[src/rtl/mem_arb_pkg.sv]
// Shared types and helpers for the CPU/loader memory arbiter.
package mem_arb_pkg;

    // Widest byte address the range helper accepts; callers zero-extend into it.
    localparam int ADDR_MAX = 64;

    typedef enum logic {
        ST_IDLE   = 1'b0,
        ST_ACCESS = 1'b1
    } state_e;

    typedef enum logic [1:0] {
        GNT_NONE = 2'd0,
        GNT_CPU  = 2'd1,
        GNT_LDR  = 2'd2
    } grant_e;

    // True when a word index falls past the end of the memory array.
    function automatic logic word_oob(input logic [ADDR_MAX-1:0] widx,
                                      input int unsigned         words);
        return widx >= ADDR_MAX'(words);
    endfunction

endpackage

[src/rtl/mem_arb_rr.sv]
// Two-way requester picker: single requester wins outright, ties go by
// fixed CPU priority or alternate away from the last granted port.
module mem_arb_rr
    import mem_arb_pkg::*;
(
    input  logic [1:0] eligible,   // {cpu, ldr}
    input  grant_e     last,
    input  logic       fixed_prio,
    output grant_e     grant
);

    // Resolve the grant for this IDLE cycle.
    always_comb begin
        grant = GNT_NONE;
        case (eligible)
            2'b10:   grant = GNT_CPU;
            2'b01:   grant = GNT_LDR;
            2'b11:   grant = (fixed_prio || last != GNT_CPU) ? GNT_CPU : GNT_LDR;
            default: grant = GNT_NONE;
        endcase
    end

endmodule

[src/rtl/mem_arbiter.sv]
// Shares the unified memory port between the CPU and the program loader.
// Each access is IDLE (arbitrate) followed by a single ACCESS cycle in
// which the granted port drives memory and receives its ack.
module mem_arbiter
    import mem_arb_pkg::*;
#(
    parameter int DATA_W     = 32,
    parameter int ADDR_W     = 32,
    parameter int MEM_WORDS  = 64,
    parameter int FIXED_PRIO = 0
) (
    input  logic              clk,
    input  logic              reset,
    input  logic              cpu_req,
    input  logic              cpu_we,
    input  logic [ADDR_W-1:0] cpu_addr,
    input  logic [DATA_W-1:0] cpu_wdata,
    output logic              cpu_ack,
    output logic [DATA_W-1:0] cpu_rdata,
    output logic              cpu_err,
    input  logic              ldr_req,
    input  logic              ldr_we,
    input  logic [ADDR_W-1:0] ldr_addr,
    input  logic [DATA_W-1:0] ldr_wdata,
    input  logic              ldr_lock,
    output logic              ldr_ack,
    output logic [DATA_W-1:0] ldr_rdata,
    output logic              ldr_err,
    output logic              mem_we,
    output logic [ADDR_W-1:0] mem_addr,
    output logic [DATA_W-1:0] mem_wdata,
    input  logic [DATA_W-1:0] mem_rdata,
    output logic              busy
);

    state_e state_q;
    grant_e grant_q, last_q, pick;

    logic [1:0]        eligible;
    logic              in_acc;
    logic              sel_ldr;
    logic              g_we;
    logic [ADDR_W-1:0] g_addr;
    logic [DATA_W-1:0] g_wdata;
    logic              acc_err;

    // Lock hides the CPU from arbitration; it only matters while in IDLE.
    assign eligible = {cpu_req & ~ldr_lock, ldr_req};

    mem_arb_rr u_rr (
        .eligible   (eligible),
        .last       (last_q),
        .fixed_prio (FIXED_PRIO != 0),
        .grant      (pick)
    );

    // Reset in the ACCESS cycle suppresses the write and the ack.
    assign in_acc  = (state_q == ST_ACCESS) && !reset;
    assign sel_ldr = (grant_q == GNT_LDR);
    assign g_we    = sel_ldr ? ldr_we    : cpu_we;
    assign g_addr  = sel_ldr ? ldr_addr  : cpu_addr;
    assign g_wdata = sel_ldr ? ldr_wdata : cpu_wdata;
    assign acc_err = (g_addr[1:0] != 2'b00) ||
                     word_oob(ADDR_MAX'(g_addr[ADDR_W-1:2]), MEM_WORDS);

    // Drive memory and the granted port's completion during ACCESS only.
    always_comb begin
        mem_we    = in_acc & g_we & ~acc_err;
        mem_addr  = in_acc ? g_addr  : '0;
        mem_wdata = in_acc ? g_wdata : '0;
        cpu_ack   = in_acc & (grant_q == GNT_CPU);
        ldr_ack   = in_acc & sel_ldr;
        cpu_err   = cpu_ack & acc_err;
        ldr_err   = ldr_ack & acc_err;
        cpu_rdata = (cpu_ack && !acc_err) ? mem_rdata : '0;
        ldr_rdata = (ldr_ack && !acc_err) ? mem_rdata : '0;
        busy      = in_acc;
    end

    // Arbitrate in IDLE, spend exactly one cycle in ACCESS, remember the winner.
    always_ff @(posedge clk) begin
        if (reset) begin
            state_q <= ST_IDLE;
            grant_q <= GNT_NONE;
            last_q  <= GNT_LDR;
        end else begin
            case (state_q)
                ST_IDLE: begin
                    if (pick != GNT_NONE) begin
                        grant_q <= pick;
                        state_q <= ST_ACCESS;
                    end
                end
                ST_ACCESS: begin
                    last_q  <= grant_q;
                    grant_q <= GNT_NONE;
                    state_q <= ST_IDLE;
                end
                default: state_q <= ST_IDLE;
            endcase
        end
    end

endmodule

[config.mk]
export PLATFORM = sky130hd
export DESIGN_NAME = mem_arbiter
export DESIGN_NICKNAME = d
export VERILOG_FILES = /design/src/rtl/mem_arb_pkg.sv /design/src/rtl/mem_arb_rr.sv /design/src/rtl/mem_arbiter.sv
export SDC_FILE = /design/constraint.sdc
export NUM_CORES = 1
export LEC_CHECK = 0
export ABC_AREA = 1
export CAP_MARGIN = 10
export CELL_PAD_IN_SITES_DETAIL_PLACEMENT = 1
export CELL_PAD_IN_SITES_GLOBAL_PLACEMENT = 1
export CORE_UTILIZATION = 12
export CTS_CLUSTER_DIAMETER = 150
export DETAILED_ROUTE_END_ITERATION = 8
export GPL_TIMING_DRIVEN = 0
export PLACE_DENSITY_LB_ADDON = 0.1
export SETUP_SLACK_MARGIN = 0.05
export SLEW_MARGIN = 20
export SYNTH_ARGS = -nofsm -noshare
export SYNTH_HDL_FRONTEND = slang
export SYNTH_SLANG_ARGS = --single-unit
[constraint.sdc]
create_clock -name clk -period 2.77 [get_ports clk]
set_clock_uncertainty 0.2 [all_clocks]
set_input_delay 0.554 -clock clk [delete_from_list [all_inputs] [get_ports clk]]
set_output_delay 0.554 -clock clk [all_outputs]
set_load 0.05 [all_outputs]
* Word level (Yosys, flattened, before mapping) *
Index checks and enable logic that the tools add are counted.

word-level totals
  flip-flop bits (word level) = 5
  input bits = 167
  output and inout port bits = 134

cells by class
  magnitude comparators = 1
  equal/unequal tests = 7
  multiplexer cells = 13
  bitwise logic cells = 10
  reductions and logical operators = 8

operator list
  operator                                              count
  two-way mux 32 bit                                    6
  >= comparator 30 x 7 -> 1 bit, second input constant  1
  bitwise AND 1 bit                                     7
  equality test 2 bit, second input constant            3
  one-hot mux 2 bit (3 select lines)                    1
  equality test 2 x 1 -> 1 bit, second input constant   2
  two-way mux 2 bit                                     2
  one-hot mux 2 bit (2 select lines)                    1
  nonzero test 2 bit                                    2
  logical AND 1 bit                                     3
  inverter 1 bit                                        3
  zero test 1 bit                                       2
  two-way mux 1 bit                                     2
  != test 2 x 1 -> 1 bit, second input constant         1
  != test 2 bit, second input constant                  1
  one-hot mux 1 bit (2 select lines)                    1
  logical OR 1 bit                                      1

* Logic depth before layout (Yosys ltp) *
Gate-level depths: netlist (run 1).

  word-level depth = 7
  gate-level depth with buffers = 13

* Cells and area by module *
From an unflattened synthesis (run 1), not the netlist that was laid out.

unflattened totals
  cell total of the unflattened synthesis = 434
  area, all modules = 1,949.4 um^2

modules (own cells, without submodules)
  module       instances  cells each  area an instance (um^2)  seq. area each (um^2)
  mem_arbiter  1          425         1,911.8                  100.1
  mem_arb_rr   1          9           37.5                     0.0

* Worst setup path before layout (run 1) *
Ideal clock, no wire load.

  path kind = input -> output
  start point = in reset
  end point = out ldr_err
  arrival time = 3.035 ns
  data required time = 2.016 ns
  setup slack = -1.019 ns
  stages on the path = 4
  cells stage by stage = nor2_2 -> clkinv_1 -> nor2_1 -> a21boi_0

on the way
  word-level cells in the longest chain between the ends = 4

ends and longest elaborated chain
  element             RTL line           source
  start: declaration  mem_arbiter.sv:13  input logic reset,
  zero test 1 bit     mem_arbiter.sv:58  assign in_acc = (state_q == ST_ACCESS) && !reset;
  logical AND 1 bit   mem_arbiter.sv:58
  bitwise AND 1 bit   mem_arbiter.sv:72  ldr_ack = in_acc & sel_ldr;
  via ldr_ack         mem_arbiter.sv:26  output logic ldr_ack,
  bitwise AND 1 bit   mem_arbiter.sv:74  ldr_err = ldr_ack & acc_err;
  end: declaration    mem_arbiter.sv:28  output logic ldr_err,

The timed path passes the listed nets, and every way through them passes these cells.

* Final worst setup path (run 1) *
  start point = in cpu_addr[26]
  end point = out cpu_rdata[23]

on the way
  word-level cells in the longest chain between the ends = 6

ends and longest elaborated chain
  element                        RTL line           source
  start: declaration             mem_arbiter.sv:16  input logic [ADDR_W-1:0] cpu_addr,
  two-way mux 32 bit             mem_arbiter.sv:61  assign g_addr = sel_ldr ? ldr_addr : cpu_addr;
  >= comparator 30 x 7 -> 1 bit  mem_arb_pkg.sv:21  return widx >= ADDR_MAX'(words);
  logical OR 1 bit               mem_arbiter.sv:63  assign acc_err = (g_addr[1:0] != 2'b00) ||
  zero test 1 bit                mem_arbiter.sv:75  cpu_rdata = (cpu_ack && !acc_err) ? mem_rdata : '0;
  logical AND 1 bit              mem_arbiter.sv:75
  two-way mux 32 bit             mem_arbiter.sv:75
  end: declaration               mem_arbiter.sv:19  output logic [DATA_W-1:0] cpu_rdata,

Every way passes these cells.

==> impl_metrics.csv, run 1 <==
group,metric,value,unit
run_status,run_status,"finished, violations left",
run_status,violations,"negative setup slack",
die,die_y,128,um
die,start_util,12.5,%
placed_design,gp_congestion,0.777,
route,drc_errors,0,
clock_network,cts_buffer_depth,2,
worst_setup_path,crit_slowest_cell,"clkdlybuf4s50_1",
timing,fin_crit,3.11,ns
die,die_area,16500,um^2
clock_network,cts_root_buffer,"clkbuf_16",
synth,yosys_warnings,0,
run,timing.max_cap.violations,0,
die,num_rows,45,
timing,slew_headroom,66.2,%
timing,tightest_slew,0.509,ns
power_and_ir_drop,cellLeakagePower,3.22,nW
finish,diodes,0,
synth,yosysTopAreaCellShare,31.9,%
global_routing,grt_max_degree,11,
clock_network,clkSinkCount,5,
route,avgRoutedWirePerCell,15.2,um
power_and_ir_drop,vdd_drop_max,0.000169,V
timing,tns,-18.29,ns
synth,netlist_area,1920,um^2
power_and_ir_drop,power_density,165,nW/um^2
clock_network,ctsHtreeMaxLevel,1,
route,vias,4019,
finish,drive_above_1_share,45.0,%
worst_setup_path,crit_type,"primary input to output pin",
timing,max_freq,321,MHz
clock_network,clk_pin_slew,0.03,ns
route,drtIter0Drc,46,
clock_network,hold_buffers,0,
placed_design,dpl.hpwl,12100,um
synth,yosysSeqAreaShare,5.23,%
global_routing,overflow,0,
timing,rsz0062_at_grt,"true",
route,drt.antenna.violating_nets,0,
timing,setup_viol,65,
die,coreArea,15400,um^2
finish,fin_area,6720,um^2
worst_setup_path,worstSetupStartpointType,"primary input",
die,boundaryPins,301,
timing,timing.hold.ws,0.287,ns
placed_design,place_area,5570,um^2
worst_setup_path,crit_arrival,2.36,ns
synth,avgSynthCellArea,4.52,um^2
timing,fin_ws,-0.343,ns
synth,yosysTopAreaCell,"nor2_1",
die,die_x,128,um
global_routing,grt_use_total,17.8,%
synth,ys_seq_elements,5,
synth,synth_ff_type,"dfxtp_1",
worst_setup_path,endpoint_kind,"output pin",
global_routing,grt_pass1_wl,22900,um
clock_network,clkLatencyLatePin,0.23,ns
placed_design,port_buffers,300,
worst_setup_path,crit_chain,"clkdlybuf4s50_1 -> nand2_1 -> nand2_1 -> nor2_1 -> nand3_1 -> nor2_4 -> buf_6 -> nand3_4 -> buf_12 -> buf_16 -> nor2_4 -> buf_8",
timing,finalHoldViolations,0,
synth,synth-edff-count,0,
global_routing,antenna_found_initial,0,
worst_setup_path,path_max_fanout,5,
worst_setup_path,slowest_delay,0.41,ns
worst_setup_path,worstPathRequired,2.02,ns
synth,syn_inst,424,
finish,syn2layout_area_growth,251,%
finish,layout.nets,961,
synth,synth_cell_type_count,28,
power_and_ir_drop,power,0.00111,W
hold_path,min_path_type,"flip-flop to flip-flop",
synth,syn-num-nets,591,
synth,async_flop_share,0,%
route,drt_pre_antenna_iters,4,
clock_network,cts_made_buffers,3,
route,wirelength,15300,um
clock_network,cts_tree,"built",
route,viasPerCell,4.00,
timing,finalCritPeriodShare,112,%
finish,fillers,1909,
synth,yosys-top-cells-area,"nor2_1 (32%), nand2_1 (15%), inv_1 (14%)",
timing,drv_slew,0,
global_routing,grt_pass1_vias,4324,
cell type report:
class                      instances  area, um^2  share of cell area [%]
buffer                            26         305                    4.55
clock buffer                       4        78.8                    1.17
inverter                          74         288                    4.29
multi-input combinational        318        1990                    29.6
sequential                         5         108                    1.60
tap                              211         264                    3.93
timing repair buffer             366        3680                    54.9
flip-flops by register name (all words and copies together), names as in the netlist:
signal,flops
grant_q,2
last_q,2
state_q,1
synthesized netlist by cell type, types with 2 or more instances:
cell type	number
nor2_2	2
nand3b_1	2
o21ai_0	37
a21boi_0	2
nor2_4	2
nor2_1	163
nand3_1	8
nand2_1	75
buf_6	9
inv_1	72
clkbuf_1	13
dfxtp_1	5
buf_2	3
o21ai_1	5
nand3_4	2
a21oi_1	12
stage by stage:
step | worst slack [ns] | std cells | utilization, %
2_1_floorplan | -0.0803 | 424 | -
3_3_place_gp | -1.07 | 935 | 36.2
3_5_place_dp | -1.08 | 935 | 36.2
4_1_cts | -0.360 | 997 | 43.1
5_1_grt | -0.458 | 1004 | 43.7
6_report | -0.343 | 1004 | 43.7
layout by cell type, fill, tap and decap left out, drive strengths merged:
cell             n
o21ai           42
dfxtp            5
nand3b           2
clkbuf          22
nand2           76
a211oi           1
dlygate4sd2     34
a21oi           12
clkdlybuf4s50  127
buf            193
inv             73
nand3           10
nor2           167
clkdlybuf4s18    5
nand4            1
a22oi            1
nor3             1
or2              1
a21boi           2
clkinv           1
dlymetal6s2s     6
a31oi            1
o211ai           1
clkdlybuf4s15    9
logic make-up after synthesis:
group | Yosys count | synth area share [%]
and+or+nand+nor | 258 | 54.7
DFF | 5 | 5.23
AOI/OAI and AO/OA | 60 | 16.4
buffers and inverters | 101 | 23.7
timing repair:
action / 4_1_cts / 5_1_grt
resized for setup: 937 / 69
pin swaps: 42 / 21
setup endpoints to repair: 134 / 111
cloned: 5 / 1
buffers inserted: 55 / 6
critical path, delay by kind of cell:
| family | cells | cell delay (ns) |
|---|---|---|
| buffers and inverters | 5 | 1.01 |
| and+or+nand+nor | 7 | 0.78 |
power by group:
| group | internal (W) | total (W) | switching [W] |
|---|---|---|---|
| sequential | 0.0000763 | 0.0000801 | 0.00000381 |
| combinational | 0.000385 | 0.000787 | 0.000402 |
| clock | 0.000191 | 0.000240 | 0.0000489 |
| total | 0.000652 | 0.00111 | 0.000455 |
worst paths after layout:
check | start | slack (ns) | depth (start not counted) | endpoint
worst max-delay path | cpu_addr[26] | -0.34 | 12 | cpu_rdata[23]
worst min-delay path | last_q[1]$_SDFFE_PP1P_ | 0.29 | 2 | last_q[1]$_SDFFE_PP1P_
worst max register to register | state_q$_SDFF_PP0_ | 1.37 | 6 | last_q[0]$_SDFFE_PP0P_
worst min register to register | last_q[1]$_SDFFE_PP1P_ | 0.29 | 2 | last_q[1]$_SDFFE_PP1P_
per-layer routing:
layer	part of all wire [%]	GRT usage [%]	up-vias
met5	0	0	-
met4	0.75	2.21	0
met3	7.4	3.53	8
met2	57	36.9	174
met1	35	18.4	1838
li1	-	-	1999
Note: power is estimated with default switching activity, not from simulation.
==> run 2: changes to the inputs <==
--- a/config.mk
+++ b/config.mk
@@ -9,9 +9,11 @@
 export CAP_MARGIN = 10
 export CELL_PAD_IN_SITES_DETAIL_PLACEMENT = 1
 export CELL_PAD_IN_SITES_GLOBAL_PLACEMENT = 1
-export CORE_UTILIZATION = 12
+export CORE_AREA = 2 2 115 117
 export CTS_CLUSTER_DIAMETER = 150
 export DETAILED_ROUTE_END_ITERATION = 8
+export DIE_AREA = 0 0 117 119
+export DONT_BUFFER_PORTS = 1
 export GPL_TIMING_DRIVEN = 0
 export PLACE_DENSITY_LB_ADDON = 0.1
 export SETUP_SLACK_MARGIN = 0.05
==> impl_metrics.csv, run 2 (same netlist as run 1, synthesis figures left out) <==
group,metric,value,unit
timing,tightest_slew,0.960,ns
global_routing,gr-usage-met2,34.6,%
route,wirelength,12000,um
timing,max_freq,318,MHz
global_routing,grtUsageMet1,14.1,%
die,die_x,117,um
global_routing,grt_use_total,15.7,%
run_status,violations,"negative setup slack",
worst_setup_path,r2r_setup_slack,-0.19,ns
clock_network,cts_tree,"built",
route,drt_pre_antenna_iters,4,
power_and_ir_drop,power_density,223,nW/um^2
timing,finalHoldViolations,0,
hold_path,min_path_type,"flip-flop to flip-flop",
worst_setup_path,r2r_start,"grant_q[0]$_SDFFE_PP0P_",
die,start_util,14.9,%
placed_design,dpl_worst_slack,-0.604,ns
hold_path,worstHoldPathCells,2,
finish,mostFrequentLayoutCell,"nor2_4",
finish,finish.utilization,31.2,%
finish,drive_above_1_share,52.6,%
die,die_y,119,um
finish,fin_area,4020,um^2
hold_path,hold_path_startpoint,"last_q[1]$_SDFFE_PP1P_",
finish,layout_common_cells,"nor2_4 (101), inv_1 (71), nand2_1 (56)",
route,avgRoutedWirePerCell,18.2,um
worst_setup_path,worst_r2r_endpoint,"grant_q[0]$_SDFFE_PP0P_",
timing,timing.hold.ws,0.290,ns
placed_design,port_buffers,0,
clock_network,clk_pin_slew,0.03,ns
global_routing,antenna_found_initial,0,
route,drtIter0Drc,36,
finish,reg.largest.list,"grant_q x2, last_q x2, state_q x1",
die,num_rows,42,
clock_network,ctsHtreeMaxLevel,1,
finish,multi_input_area,2410,um^2
die,coreArea,12900,um^2
run,timing.max_cap.violations,0,
worst_setup_path,worstPathRequired,2.02,ns
clock_network,cts_made_buffers,3,
clock_network,clkLatencyLatePin,0.23,ns
global_routing,grt_pass1_wl,16700,um
finish,layout.nets,649,
global_routing,grt_max_degree,11,
route,viasPerCell,4.44,
timing,fin_ws,-0.377,ns
finish,syn2layout_area_growth,110,%
timing,drv_slew,0,
timing,slew_headroom,35.7,%
timing,rsz0062_at_grt,"true",
placed_design,gp_congestion,0.770,
finish,fillers,1583,
worst_setup_path,worstSetupStartpointType,"flip-flop",
die,die_area,13900,um^2
placed_design,place_area,2520,um^2
global_routing,grt_busiest_layer,"met2",
route,drc_errors,0,
clock_network,cts_buffer_depth,2,
route,drt.antenna.violating_nets,0,
finish,seq_area,109,um^2
timing,setup_viol,75,
power_and_ir_drop,cellLeakagePower,1.63,nW
global_routing,overflow,0,
clock_network,cts_root_buffer,"clkbuf_16",
finish,diodes,0,
route,vias,2918,
global_routing,grt_pass1_vias,3104,
placed_design,dpl.hpwl,9040,um
worst_setup_path,crit_arrival,2.39,ns
worst_setup_path,crit_type,"flip-flop to output pin",
worst_setup_path,path_max_fanout,10,
global_routing,met3_usage,3.31,%
worst_setup_path,rr_worst_depth,21,
clock_network,clkSinkCount,5,
power_and_ir_drop,vdd_drop_max,0.000146,V
run_status,run_status,"finished, violations left",
worst_setup_path,endpoint_kind,"output pin",
timing,finalCritPeriodShare,114,%
die,boundaryPins,301,
timing,fin_crit,3.15,ns
hold_path,worstHoldEndpoint,"last_q[1]$_SDFFE_PP1P_",
run 2: cell count changes in the layout (fill, tap and decap cells not counted), moves of 8 or more:
cell,before,now
buf_6,89,20
nor2_4,61,101
clkdlybuf4s15_2,9,0
buf_4,57,30
a21oi_4,0,8
dlygate4sd2_1,34,0
buf_2,21,0
clkdlybuf4s50_1,127,0
nor2_1,82,46
run 2: layout make-up:
| cell class | instances | share of cell area, % |
|---|---|---|
| buffer | 27 | 7.79 |
| timing repair buffer | 53 | 15.0 |
| sequential | 5 | 2.71 |
| clock buffer | 4 | 1.96 |
| multi-input combinational | 318 | 59.9 |
| tap | 176 | 5.48 |
| inverter | 74 | 7.16 |
run 2: metrics by stage:
| step | std cells | power [W] | TNS, ns |
|---|---|---|---|
| 6_report | 657 | 0.000897 | -21.74 |
| 5_1_grt | 657 | 0.000952 | -31.73 |
| 4_1_cts | 646 | 0.000865 | -23.82 |
| 3_5_place_dp | 600 | 0.000475 | -37.63 |
| 3_3_place_gp | 600 | 0.000471 | -34.89 |
| 2_1_floorplan | 424 | 0.000407 | -2.59 |
run 2: worst max-delay path by stage:
stage	from	to	slack, ns	cells after the start
global placement	grant_q[0]$_SDFFE_PP0P_	mem_addr[3]	-0.60	8
detailed placement	grant_q[0]$_SDFFE_PP0P_	mem_addr[3]	-0.60	8
finish	grant_q[0]$_SDFFE_PP0P_	ldr_rdata[20]	-0.38	11
floorplan	reset	cpu_rdata[10]	-0.08	6
CTS	grant_q[0]$_SDFFE_PP0P_	ldr_rdata[5]	-0.39	11
global route	grant_q[0]$_SDFFE_PP0P_	ldr_rdata[26]	-0.52	11
run 2: power breakdown:
part	internal, W	switching, W
Sequential	0.0000765	0.00000463
Clock	0.000191	0.0000477
Combinational	0.000172	0.000406
run 2: critical path, cell delays in order, from the launching register on:
cell and delay (ns):
dfxtp_4 0.35, inv_6 0.07, nand2_8 0.07, buf_12 0.15, buf_12 0.15, o21ai_4 0.15
nand4_1 0.16, nor2_4 0.24, buf_6 0.13, nand3_4 0.15, buf_12 0.23, nor2_4 0.31
run 2: what timing repair did:
action,CTS,global route
hold buffers,0,0
endpoints found under the setup margin,131,106
cloned,4,2
gates resized for setup,188,58
buffers inserted,38,10
pin swaps,27,22
run 2: per-layer routing:
layer  vias up  share of wire (%)
met1      1360                 31
met5         -                  0
met2       177                 61
li1       1377                  -
met4         0               0.28
met3         4                7.6
